$ cat src/rtl/fetch_sequencer_pkg.sv
// Shared types for the fetch sequencer: FSM states, default widths and the
// encoding of which redirect source wins when an instruction completes.
package fetch_pkg;

    localparam int DEF_ADDR_W  = 8;
    localparam int DEF_INSTR_W = 16;

    typedef enum logic [1:0] {
        IDLE,
        FETCH,
        ISSUE,
        HALT
    } state_t;

    typedef enum logic [2:0] {
        RD_SEQ,
        RD_BRANCH,
        RD_JUMP,
        RD_CALL,
        RD_RET,
        RD_HALT
    } redirect_t;

    // Highest-priority redirect among the completion outputs of the stage
    function automatic redirect_t decodeRedirect(input logic halt,
                                                 input logic ret,
                                                 input logic call,
                                                 input logic jump,
                                                 input logic brTaken);
        if (halt)         return RD_HALT;
        else if (ret)     return RD_RET;
        else if (call)    return RD_CALL;
        else if (jump)    return RD_JUMP;
        else if (brTaken) return RD_BRANCH;
        else              return RD_SEQ;
    endfunction

endpackage

$ cat src/rtl/fetch_sequencer_if.sv
// Bundles the instruction-memory, decoder and redirect signals around the
// fetch sequencer; master is the sequencer side, slave its environment.
import fetch_pkg::*;

interface fetch_sequencer_if #(
    parameter int ADDR_W  = DEF_ADDR_W,
    parameter int INSTR_W = DEF_INSTR_W
) ();

    logic               start;
    logic               imem_req;
    logic [ADDR_W-1:0]  imem_addr;
    logic               imem_ready;
    logic [INSTR_W-1:0] imem_rdata;
    logic [INSTR_W-1:0] instr;
    logic [ADDR_W-1:0]  instr_pc;
    logic               instr_valid;
    logic               done;
    logic               br_taken;
    logic [ADDR_W-1:0]  br_offset;
    logic               jump;
    logic [ADDR_W-1:0]  jump_target;
    logic               call;
    logic               ret;
    logic               halt;
    logic               halted;
    logic               stack_err;

    modport master (
        input  start, imem_ready, imem_rdata, done, br_taken, br_offset,
               jump, jump_target, call, ret, halt,
        output imem_req, imem_addr, instr, instr_pc, instr_valid, halted,
               stack_err
    );

    modport slave (
        output start, imem_ready, imem_rdata, done, br_taken, br_offset,
               jump, jump_target, call, ret, halt,
        input  imem_req, imem_addr, instr, instr_pc, instr_valid, halted,
               stack_err
    );

endinterface

$ cat src/rtl/fetch_sequencer_return_stack.sv
// Small LIFO of return addresses. Only the occupancy counter is reset; entry
// contents are don't-care until pushed.
module return_stack #(
    parameter int DEPTH = 4,
    parameter int WIDTH = 8
) (
    input  logic             clk,
    input  logic             rst,
    input  logic             i_push,
    input  logic             i_pop,
    input  logic [WIDTH-1:0] i_data,
    output logic [WIDTH-1:0] o_top,
    output logic             o_full,
    output logic             o_empty
);

    localparam int AW = $clog2(DEPTH);

    logic [WIDTH-1:0] r_mem [DEPTH];
    logic [AW:0]      r_count;
    logic [AW-1:0]    w_topIdx;
    logic             w_doPush;
    logic             w_doPop;

    assign o_full   = (r_count == (AW+1)'(DEPTH));
    assign o_empty  = (r_count == '0);
    assign w_topIdx = r_count[AW-1:0] - AW'(1);
    assign o_top    = r_mem[w_topIdx];

    // Pop wins if both are requested so the pointer moves by at most one
    assign w_doPop  = i_pop && !o_empty;
    assign w_doPush = i_push && !i_pop && !o_full;

    always_ff @(posedge clk) begin
        if (rst) begin
            r_count <= '0;
        end else if (w_doPush) begin
            r_count <= r_count + (AW+1)'(1);
        end else if (w_doPop) begin
            r_count <= r_count - (AW+1)'(1);
        end
    end

    always_ff @(posedge clk) begin
        if (w_doPush) begin
            r_mem[r_count[AW-1:0]] <= i_data;
        end
    end

endmodule

$ cat src/rtl/fetch_sequencer.sv
// Owns the program counter: fetches one instruction per memory handshake,
// holds it for the decoder and picks the next address when it completes.
import fetch_pkg::*;

module fetch_sequencer #(
    parameter int ADDR_W      = DEF_ADDR_W,
    parameter int INSTR_W     = DEF_INSTR_W,
    parameter int STACK_DEPTH = 4,
    parameter int RESET_ADDR  = 0
) (
    input  logic            clk,
    input  logic            rst,
    fetch_sequencer_if.master bus
);

    state_t             r_state;
    state_t             w_nextState;
    logic [ADDR_W-1:0]  r_pc;
    logic [ADDR_W-1:0]  w_nextPc;
    logic [INSTR_W-1:0] r_instr;
    logic [ADDR_W-1:0]  r_instrPc;
    logic               r_stackErr;
    logic               w_setErr;
    logic               w_push;
    logic               w_pop;
    logic [ADDR_W-1:0]  w_seqPc;
    logic [ADDR_W-1:0]  w_branchPc;
    logic [ADDR_W-1:0]  w_stackTop;
    logic               w_stackFull;
    logic               w_stackEmpty;

    assign w_seqPc    = r_instrPc + ADDR_W'(1);
    assign w_branchPc = r_instrPc + bus.br_offset;

    return_stack #(
        .DEPTH (STACK_DEPTH),
        .WIDTH (ADDR_W)
    ) u_stack (
        .clk     (clk),
        .rst     (rst),
        .i_push  (w_push),
        .i_pop   (w_pop),
        .i_data  (w_seqPc),
        .o_top   (w_stackTop),
        .o_full  (w_stackFull),
        .o_empty (w_stackEmpty)
    );

    always_comb begin
        w_nextState = r_state;
        w_nextPc    = r_pc;
        w_push      = 1'b0;
        w_pop       = 1'b0;
        w_setErr    = 1'b0;
        case (r_state)
            IDLE:  if (bus.start) w_nextState = FETCH;
            FETCH: if (bus.imem_ready) w_nextState = ISSUE;
            ISSUE: begin
                if (bus.done) begin
                    w_nextState = FETCH;
                    case (decodeRedirect(bus.halt, bus.ret, bus.call,
                                         bus.jump, bus.br_taken))
                        RD_HALT: w_nextState = HALT;
                        RD_RET: begin
                            if (w_stackEmpty) begin
                                w_setErr = 1'b1;
                                w_nextPc = w_seqPc;
                            end else begin
                                w_pop    = 1'b1;
                                w_nextPc = w_stackTop;
                            end
                        end
                        // Overflowing call still redirects; only the return address is lost
                        RD_CALL: begin
                            w_push   = !w_stackFull;
                            w_setErr = w_stackFull;
                            w_nextPc = bus.jump_target;
                        end
                        RD_JUMP:   w_nextPc = bus.jump_target;
                        RD_BRANCH: w_nextPc = w_branchPc;
                        default:   w_nextPc = w_seqPc;
                    endcase
                end
            end
            HALT:    w_nextState = HALT;
            default: w_nextState = IDLE;
        endcase
    end

    always_ff @(posedge clk) begin
        if (rst) begin
            r_state    <= IDLE;
            r_pc       <= ADDR_W'(RESET_ADDR);
            r_instr    <= '0;
            r_instrPc  <= '0;
            r_stackErr <= 1'b0;
        end else begin
            r_state <= w_nextState;
            r_pc    <= w_nextPc;
            if (r_state == FETCH && bus.imem_ready) begin
                r_instr   <= bus.imem_rdata;
                r_instrPc <= r_pc;
            end
            if (w_setErr) r_stackErr <= 1'b1;
        end
    end

    assign bus.imem_req    = (r_state == FETCH);
    assign bus.imem_addr   = r_pc;
    assign bus.instr       = r_instr;
    assign bus.instr_pc    = r_instrPc;
    assign bus.instr_valid = (r_state == ISSUE);
    assign bus.halted      = (r_state == HALT);
    assign bus.stack_err   = r_stackErr;

endmodule

$ cat src/flat_wrapper.sv
// flat-port wrapper written by rule: the top's interface ports become plain ports
module fetch_sequencer_flat 
#(
    parameter int ADDR_W      = DEF_ADDR_W,
    parameter int INSTR_W     = DEF_INSTR_W,
    parameter int STACK_DEPTH = 4,
    parameter int RESET_ADDR  = 0
)
  (clk, rst, bus_start, bus_imem_ready, bus_imem_rdata, bus_done, bus_br_taken, bus_br_offset, bus_jump, bus_jump_target, bus_call, bus_ret, bus_halt, bus_imem_req, bus_imem_addr, bus_instr, bus_instr_pc, bus_instr_valid, bus_halted, bus_stack_err);
  fetch_sequencer_if #(.ADDR_W(ADDR_W), .INSTR_W(INSTR_W)) bus_i ();
  input  logic clk;
  input  logic rst;
  input wire logic [$bits(bus_i.start)-1:0] bus_start;
  input wire logic [$bits(bus_i.imem_ready)-1:0] bus_imem_ready;
  input wire logic [$bits(bus_i.imem_rdata)-1:0] bus_imem_rdata;
  input wire logic [$bits(bus_i.done)-1:0] bus_done;
  input wire logic [$bits(bus_i.br_taken)-1:0] bus_br_taken;
  input wire logic [$bits(bus_i.br_offset)-1:0] bus_br_offset;
  input wire logic [$bits(bus_i.jump)-1:0] bus_jump;
  input wire logic [$bits(bus_i.jump_target)-1:0] bus_jump_target;
  input wire logic [$bits(bus_i.call)-1:0] bus_call;
  input wire logic [$bits(bus_i.ret)-1:0] bus_ret;
  input wire logic [$bits(bus_i.halt)-1:0] bus_halt;
  output wire logic [$bits(bus_i.imem_req)-1:0] bus_imem_req;
  output wire logic [$bits(bus_i.imem_addr)-1:0] bus_imem_addr;
  output wire logic [$bits(bus_i.instr)-1:0] bus_instr;
  output wire logic [$bits(bus_i.instr_pc)-1:0] bus_instr_pc;
  output wire logic [$bits(bus_i.instr_valid)-1:0] bus_instr_valid;
  output wire logic [$bits(bus_i.halted)-1:0] bus_halted;
  output wire logic [$bits(bus_i.stack_err)-1:0] bus_stack_err;
  assign bus_i.start = bus_start;
  assign bus_i.imem_ready = bus_imem_ready;
  assign bus_i.imem_rdata = bus_imem_rdata;
  assign bus_i.done = bus_done;
  assign bus_i.br_taken = bus_br_taken;
  assign bus_i.br_offset = bus_br_offset;
  assign bus_i.jump = bus_jump;
  assign bus_i.jump_target = bus_jump_target;
  assign bus_i.call = bus_call;
  assign bus_i.ret = bus_ret;
  assign bus_i.halt = bus_halt;
  assign bus_imem_req = bus_i.imem_req;
  assign bus_imem_addr = bus_i.imem_addr;
  assign bus_instr = bus_i.instr;
  assign bus_instr_pc = bus_i.instr_pc;
  assign bus_instr_valid = bus_i.instr_valid;
  assign bus_halted = bus_i.halted;
  assign bus_stack_err = bus_i.stack_err;
  fetch_sequencer #(.ADDR_W(ADDR_W), .INSTR_W(INSTR_W), .STACK_DEPTH(STACK_DEPTH), .RESET_ADDR(RESET_ADDR)) u_core (.clk(clk), .rst(rst), .bus(bus_i));
endmodule
$ cat config.mk
export PLATFORM = sky130hd
export DESIGN_NAME = fetch_sequencer_flat
export DESIGN_NICKNAME = d
export VERILOG_FILES = /design/src/rtl/fetch_sequencer_pkg.sv /design/src/rtl/fetch_sequencer_if.sv /design/src/rtl/fetch_sequencer_return_stack.sv /design/src/rtl/fetch_sequencer.sv /design/src/flat_wrapper.sv
export SDC_FILE = /design/constraint.sdc
export NUM_CORES = 1
export LEC_CHECK = 0
export CORE_ASPECT_RATIO = 1.1
export CORE_UTILIZATION = 30
export CTS_CLUSTER_DIAMETER = 60
export DETAILED_ROUTE_END_ITERATION = 16
export PLACE_DENSITY_LB_ADDON = 0.25
export SYNTH_ARGS = -nofsm -noshare
export SYNTH_HDL_FRONTEND = slang
export SYNTH_SLANG_ARGS = --single-unit
$ cat constraint.sdc
create_clock -name clk -period 2.3 [get_ports clk]
set_input_delay 0.575 -clock clk [delete_from_list [all_inputs] [get_ports clk]]
set_output_delay 0.575 -clock clk [all_outputs]
set_load 0.01 [all_outputs]
* Word level (Yosys, flattened, before mapping)
Memory sizes are Yosys's and may differ from the RTL's. Index checks and enable logic that the tools add are counted.
Word-level totals: output and inout port bits 36, bits in writable memories 32, register bits after elaboration 38, word-level logic and storage cells 67, memories 1
Operators by class: mux-type cells 29, reduce and logical (&&, ||, !) cells 13, bitwise operators 1, eq/ne operators 12, $add $sub $neg 5
Memories:
- u_core.u_stack.r_mem | words 4, bits a word 8, read ports 1, clocked after Yosys merged registers in 0, wr ports 1, RTL line fetch_sequencer_return_stack.sv:19 | logic [WIDTH-1:0] r_mem [DEPTH];
Operator list (number):
- 8-bit case mux with 4 select lines | 1
- 3-bit 2-to-1 mux | 8
- 1-bit 2-to-1 mux | 13
- 3-bit equality test, second input constant | 3
- 8-bit by 1-bit adder with 8-bit output, second input constant | 1
- 8-bit adder | 1
- 2-bit 2-to-1 mux | 4
- 8-bit 2-to-1 mux | 1
- 2-bit case mux with 4 select lines | 1
- 3-bit by 2-bit equality test with 1-bit output, second input constant | 2
- 2-bit inequality test, second input constant | 3
- 3-bit AND reduction | 2
- 2-bit equality test, second input constant | 2
- 1-bit logical AND | 4
- 3-bit by 1-bit adder with 3-bit output, second input constant | 1
- 3-bit by 1-bit equality test with 1-bit output, second input constant | 1
- 1-bit zero test | 3
- 3-bit zero test | 1
- 3-bit by 1-bit subtractor with 3-bit output, second input constant | 1
- 2-bit by 1-bit equality test with 1-bit output, second input constant | 1
- 2-bit zero test | 1
- 1-bit case mux with 2 select lines | 1
- 2-bit nonzero test | 1
- 2-bit OR reduction | 1
- 2 further kinds | 2

* Logic depth before layout (Yosys ltp)
depth after elaboration 16, depth in mapped cells 11

* Hierarchy
From an unflattened synthesis, not the netlist that was laid out.
Unflattened totals: cell total of the unflattened synthesis 311, area total of the unflattened synthesis 3367.0 um^2
Modules (own cells, without submodules):
- fetch_sequencer | seq. area each 700.7 um^2, area an instance 1916.8 um^2, instances 1, cells each 236
- return_stack | seq. area each 1021.0 um^2, area an instance 1450.1 um^2, instances 1, cells each 75

* Worst setup path before layout
OpenSTA, ideal clock, no wires.
kind register to register, from reg u_core.u_stack.r_count[0], to reg u_core.r_pc[7], in the netlist u_core.bus.imem_addr[7], stages on the path, launching flop included 9, clock period less this slack 2.143 ns, setup time 0.133 ns, required time 2.167 ns, data arrival time 2.010 ns, slack 0.157 ns, cell sequence dfxtp_1 buf_6 inv_1 ha_1 buf_1 mux4_2 a221o_1 a31oi_1 a311oi_1
Between the ends: word-level cells in the longest chain between the ends 4
Ends and longest elaborated chain:
- start: declaration | RTL line fetch_sequencer_return_stack.sv:20 | logic [AW:0] r_count;
- start signal: assignment | RTL line fetch_sequencer_return_stack.sv:38 | r_count <= r_count + (AW+1)'(1);
- start signal: assignment | RTL line fetch_sequencer_return_stack.sv:40 | r_count <= r_count - (AW+1)'(1);
- 2-bit by 1-bit subtractor with 2-bit output | RTL line fetch_sequencer_return_stack.sv:27 | assign w_topIdx = r_count[AW-1:0] - AW'(1);
- named net u_core.u_stack.w_topIdx[0] | RTL line fetch_sequencer_return_stack.sv:21 | logic [AW-1:0] w_topIdx;
- memory 4 x 8 bit
- 8-bit 2-to-1 mux | RTL line fetch_sequencer.sv:65 | if (w_stackEmpty) begin
- 8-bit case mux with 4 select lines | RTL line fetch_sequencer.sv:61 | case (decodeRedirect(bus.halt, bus.ret, bus.call,
- end signal: assignment | RTL line fetch_sequencer.sv:93 | r_pc <= ADDR_W'(RESET_ADDR);
- end signal: assignment | RTL line fetch_sequencer.sv:99 | r_pc <= w_nextPc;
- end: declaration | RTL line fetch_sequencer.sv:18 | logic [ADDR_W-1:0] r_pc;
The timed path passes the listed nets, and every way through them passes these cells. A chain may end at the register's enable or synchronous reset.

* Final worst setup path
from in bus_br_offset[0], to reg u_core.r_pc[6], in the netlist u_core.bus.imem_addr[6]
Between the ends: word-level cells in the longest chain between the ends 2
Ends and longest elaborated chain:
- start: declaration | RTL line flat_wrapper.sv:18 | input wire logic [$bits(bus_i.br_offset)-1:0] bus_br_offset;
- 8-bit adder | RTL line fetch_sequencer.sv:33 | assign w_branchPc = r_instrPc + bus.br_offset;
- 8-bit case mux with 4 select lines | RTL line fetch_sequencer.sv:61
Every way passes these cells.

==> results_tabular.tex <==
\begin{tabular}{lr}
\hline
Metric & Value \\
\hline
\multicolumn{2}{l}{\textbf{Outcome}} \\
Run status & completed \\
\multicolumn{2}{l}{\textbf{Power and ir drop}} \\
Static Leak & 1.78 nW \\
VDD IR max & 0.276 mV \\
Total Power & 0.00307 W \\
Power density of the placed cells & 641 nW/µm² \\
\multicolumn{2}{l}{\textbf{CTS}} \\
H-tree lvl count & 3 \\
Hold buffers post-CTS & 0 \\
Insertion delay of the later-clocked pin in the worst-skew pair & 0.33 ns \\
CTS tree & done \\
Clock root buffer master & sky130\_fd\_sc\_hd\_\_clkbuf\_16 \\
Clock transition at the registers of the reported paths & 0.06 ns \\
Sink count of the clock tree & 70 \\
TritonCTS Buffers & 9 \\
Worst-case clock buffer depth & 2 \\
Post-CTS repair timing setup buffer count & 0 \\
\multicolumn{2}{l}{\textbf{Cells and area}} \\
Number of antenna cells inserted & 0 \\
Share of final-layout standard cells stronger than drive strength 1 & 14.0\% \\
Filler-free cell count of the finished design & 563 \\
Final Instance Area & 4780 µm² \\
Area Growth Syn to Fin & 46.0\% \\
Post-route core utilization & 45.6\% \\
Net count reported at finish & 471 \\
\multicolumn{2}{l}{\textbf{Critical path}} \\
Crit path kind & input port to flip-flop \\
Length in cells of the worst reg-to-reg path & 7 \\
Critical Path AT & 2.45 ns \\
Crit. End Element & flip-flop \\
Required @ worst endpoint & 2.54 ns \\
Biggest fanout along the worst timing path & 3 \\
CP Launch Type & input port \\
\multicolumn{2}{l}{\textbf{Synthesis}} \\
Number of synthesis warnings & 0 \\
Number of standard cells after synthesis & 309 \\
Simple-gate portion of the synthesized area & 15.7\% \\
Number of different library cells in the post-synthesis netlist & 40 \\
Cell area after synthesis & 3280 µm² \\
Post-synthesis area per instance & 10.6 µm² \\
Number of synthesized register bits & 70 \\
Synthesized-area fraction occupied by ao, oa, aoi and oai cells & 13.8\% \\
Total nets after synthesis & 365 \\
Part of the Yosys area used for sequential elements & 52.5\% \\
Largest family of logic cells by synthesized area & simple AND/OR/NAND/NOR gates \\
Mux cell area share after synthesis & 6.49\% \\
Post-Synth XOR/XNOR Area & 2.94\% \\
Top post-synthesis cells by area & sky130\_fd\_sc\_hd\_\_edfxtp\_1 29\%, sky130\_fd\_sc\_hd\_\_dfxtp\_1 23\%, sky130\_fd\_sc\_hd\_\_nand2\_1 7.3\%, sky130\_fd\_sc\_hd\_\_a21oi\_1 5.0\%, sky130\_fd\_sc\_hd\_\_mux4\_1 4.8\% \\
Cell accounting for the most synthesized area & sky130\_fd\_sc\_hd\_\_edfxtp\_1 \\
Post-Synth Adder-Cell Area & 5.80\% \\
Area share of the leading cell type in the synthesized netlist & 29.3\% \\
\multicolumn{2}{l}{\textbf{Floorplan}} \\
Starting Density & 31.2\% \\
I/O pin cnt & 78 \\
Floorplan die height & 112 µm \\
Horizontal die dimension & 102 µm \\
Core area & 10500 µm² \\
Die Outline Area & 11300 µm² \\
Cell Rows & 39 \\
\multicolumn{2}{l}{\textbf{GRT}} \\
Largest net degree at the start of global routing & 39 \\
Initial antenna violation count & 0 \\
Total routing usage reported by global routing & 15.8\% \\
Via count of the first global-routing pass & 2578 \\
Wire length of the first global-routing pass & 13500 µm \\
GRT Residual Overflow & 0 \\
\multicolumn{2}{l}{\textbf{Route}} \\
Remaining antenna violation count after routing & 0 \\
DRC violation count after routing & 0 \\
Number of optimization iterations in the first detailed-route pass & 4 \\
Number of DRC markers after the initial detailed-route iteration & 130 \\
Via count & 2701 \\
Vias per cell & 4.80 \\
Total wirelength of the detailed-routed design & 8570 µm \\
Average wire per cell in the routed design & 15.2 µm \\
\multicolumn{2}{l}{\textbf{STA}} \\
Max frequency & 451 MHz \\
Unrepaired setup endpoints after global routing & true \\
Max Slew Vio Count & 0 \\
Period minus WS final & 2.22 ns \\
Worst-Margin Slew & 0.559 ns \\
Period Utilization, post-route & 96.3\% \\
Hold Violations, Final & 0 \\
Final setup violation count & 0 \\
Skew final & 0.00699 ns \\
Max\_slew headroom & 62.5\% \\
Post-Route Hold Slack & 0.452 ns \\
\multicolumn{2}{l}{\textbf{Placement}} \\
Standard cell area after detailed placement & 4450 µm² \\
Sum of net half-perimeters after detailed placement & 6250 µm \\
Placed insts & 547 \\
Number of buffers added on ports & 77 \\
Weighted congestion reported at the end of routability-driven placement & 0.836 \\
\multicolumn{2}{l}{\textbf{Hold path}} \\
Worst Hold Depth & 2 \\
Worst Hold Class & flip-flop to flip-flop \\
\multicolumn{2}{l}{\textbf{Run}} \\
Max Cap Viol & 0 \\
\hline
\end{tabular}
-- state kept, by name, indices dropped and copies added (netlist names) --
name                    cells
u_core.bus.imem_addr        8
u_core.bus.instr           16
u_core.u_stack.r_mem       32
u_core.r_state              2
u_core.bus.instr_pc         8
u_core.u_stack.r_count      3
u_core.bus.stack_err        1
-- layout by cell type, fill, tap and decap left out, drive strengths merged, types with 8 or more instances in the layout --
cell / Yosys / final
nand2: 65 / 65
o21ai: 8 / 8
edfxtp: 32 / 32
ha: 12 / 12
clkbuf: 8 / 10
nor2: 16 / 16
clkdlybuf4s50: 0 / 77
nand3: 8 / 8
mux4: 8 / 8
buf: 6 / 32
and2: 8 / 8
dfxtp: 38 / 38
a21oi: 33 / 33
-- logic make-up (layout without fill, tap and decap cells) --
logic type      Yosys count  after routing
fa+ha+maj                14             14
mux                       9              9
compound gates           71             71
buf+inv                  20            131
xor+xnor                 11             11
flops                    70             70
simple gates            114            114
-- cells in the mapped netlist (all sizes together) --
| cell type | count |
|---|---|
| nor3b | 1 |
| nand3 | 8 |
| mux4 | 8 |
| a211oi | 4 |
| nand3b | 1 |
| edfxtp | 32 |
| mux2i | 1 |
| o21bai | 1 |
| and2 | 8 |
| a32oi | 1 |
| nor3 | 4 |
| o211ai | 1 |
| xnor2 | 6 |
| xor2 | 5 |
| a221o | 3 |
| a211o | 1 |
| clkbuf | 8 |
| a221oi | 6 |
| a21oi | 33 |
| a311oi | 5 |
| buf | 6 |
| a31oi | 3 |
| nor2b | 4 |
| dfxtp | 38 |
| nor2 | 16 |
| inv | 6 |
| and3 | 5 |
| o21ai | 8 |
| fa | 2 |
| a21o | 4 |
| ha | 12 |
| nand2 | 65 |
| or3 | 2 |
| o31a | 1 |
-- layout make-up --
class	count	area (µm²)
fillers	1017	5710
flip-flops and latches	70	1720
multi-input cells	219	1490
repair buffers	109	1060
clock buffers	10	229
well taps	143	179
clock inverters	6	86.3
inverters	6	22.5
-- critical path: stages --
cell and delay, ns:
sky130_fd_sc_hd__clkdlybuf4s50_1 0.44, sky130_fd_sc_hd__ha_2 0.20, sky130_fd_sc_hd__fa_2 0.38, sky130_fd_sc_hd__a211oi_2 0.19
sky130_fd_sc_hd__o21bai_1 0.11, sky130_fd_sc_hd__a21oi_2 0.16, sky130_fd_sc_hd__a32oi_1 0.12, sky130_fd_sc_hd__a211oi_1 0.27
-- per-stage QoR --
| stage | TNS (ns) | worst slack [ns] |
|---|---|---|
| global route | -0.00667 | -0.00667 |
| CTS | 0 | 0.0120 |
| global placement | -1.67 | -0.323 |
| floorplan | 0 | 0.157 |
| finish | 0 | 0.0844 |
| detailed placement | -1.87 | -0.397 |
-- final timing paths --
| check | startpoint | to | slack, ns |
|---|---|---|---|
| setup / recovery | bus_br_offset[0] | u_core.bus.imem_addr[6] | 0.08 |
| hold / removal | u_core.bus.instr[1] | u_core.bus.instr[1] | 0.45 |
| setup reg to reg | u_core.u_stack.r_count[0] | u_core.bus.imem_addr[0] | 0.25 |
| hold reg to reg | u_core.bus.instr[1] | u_core.bus.instr[1] | 0.45 |
-- power by group --
group / total, W / internal [W] / switching, W / leakage (nW)
clock network: 0.00147 / 0.000947 / 0.000522 / 0.152
logic: 0.000273 / 0.000153 / 0.000120 / 0.980
registers: 0.00133 / 0.00131 / 0.0000150 / 0.652
-- metal layers --
metal / track usage (%) / routed length, µm
met1: 19.8 / 3830
met3: 3.14 / 458
met4: 6.38 / 172
met5: 0 / 0
met2: 26.5 / 4100
-- timing repair --
| action | CTS | global route |
|---|---|---|
| resized for setup | 1 | 6 |
| pin swaps | 1 | 2 |
| endpoints found under the setup margin | 1 | 3 |
Note: power is estimated with default switching activity, not from simulation.
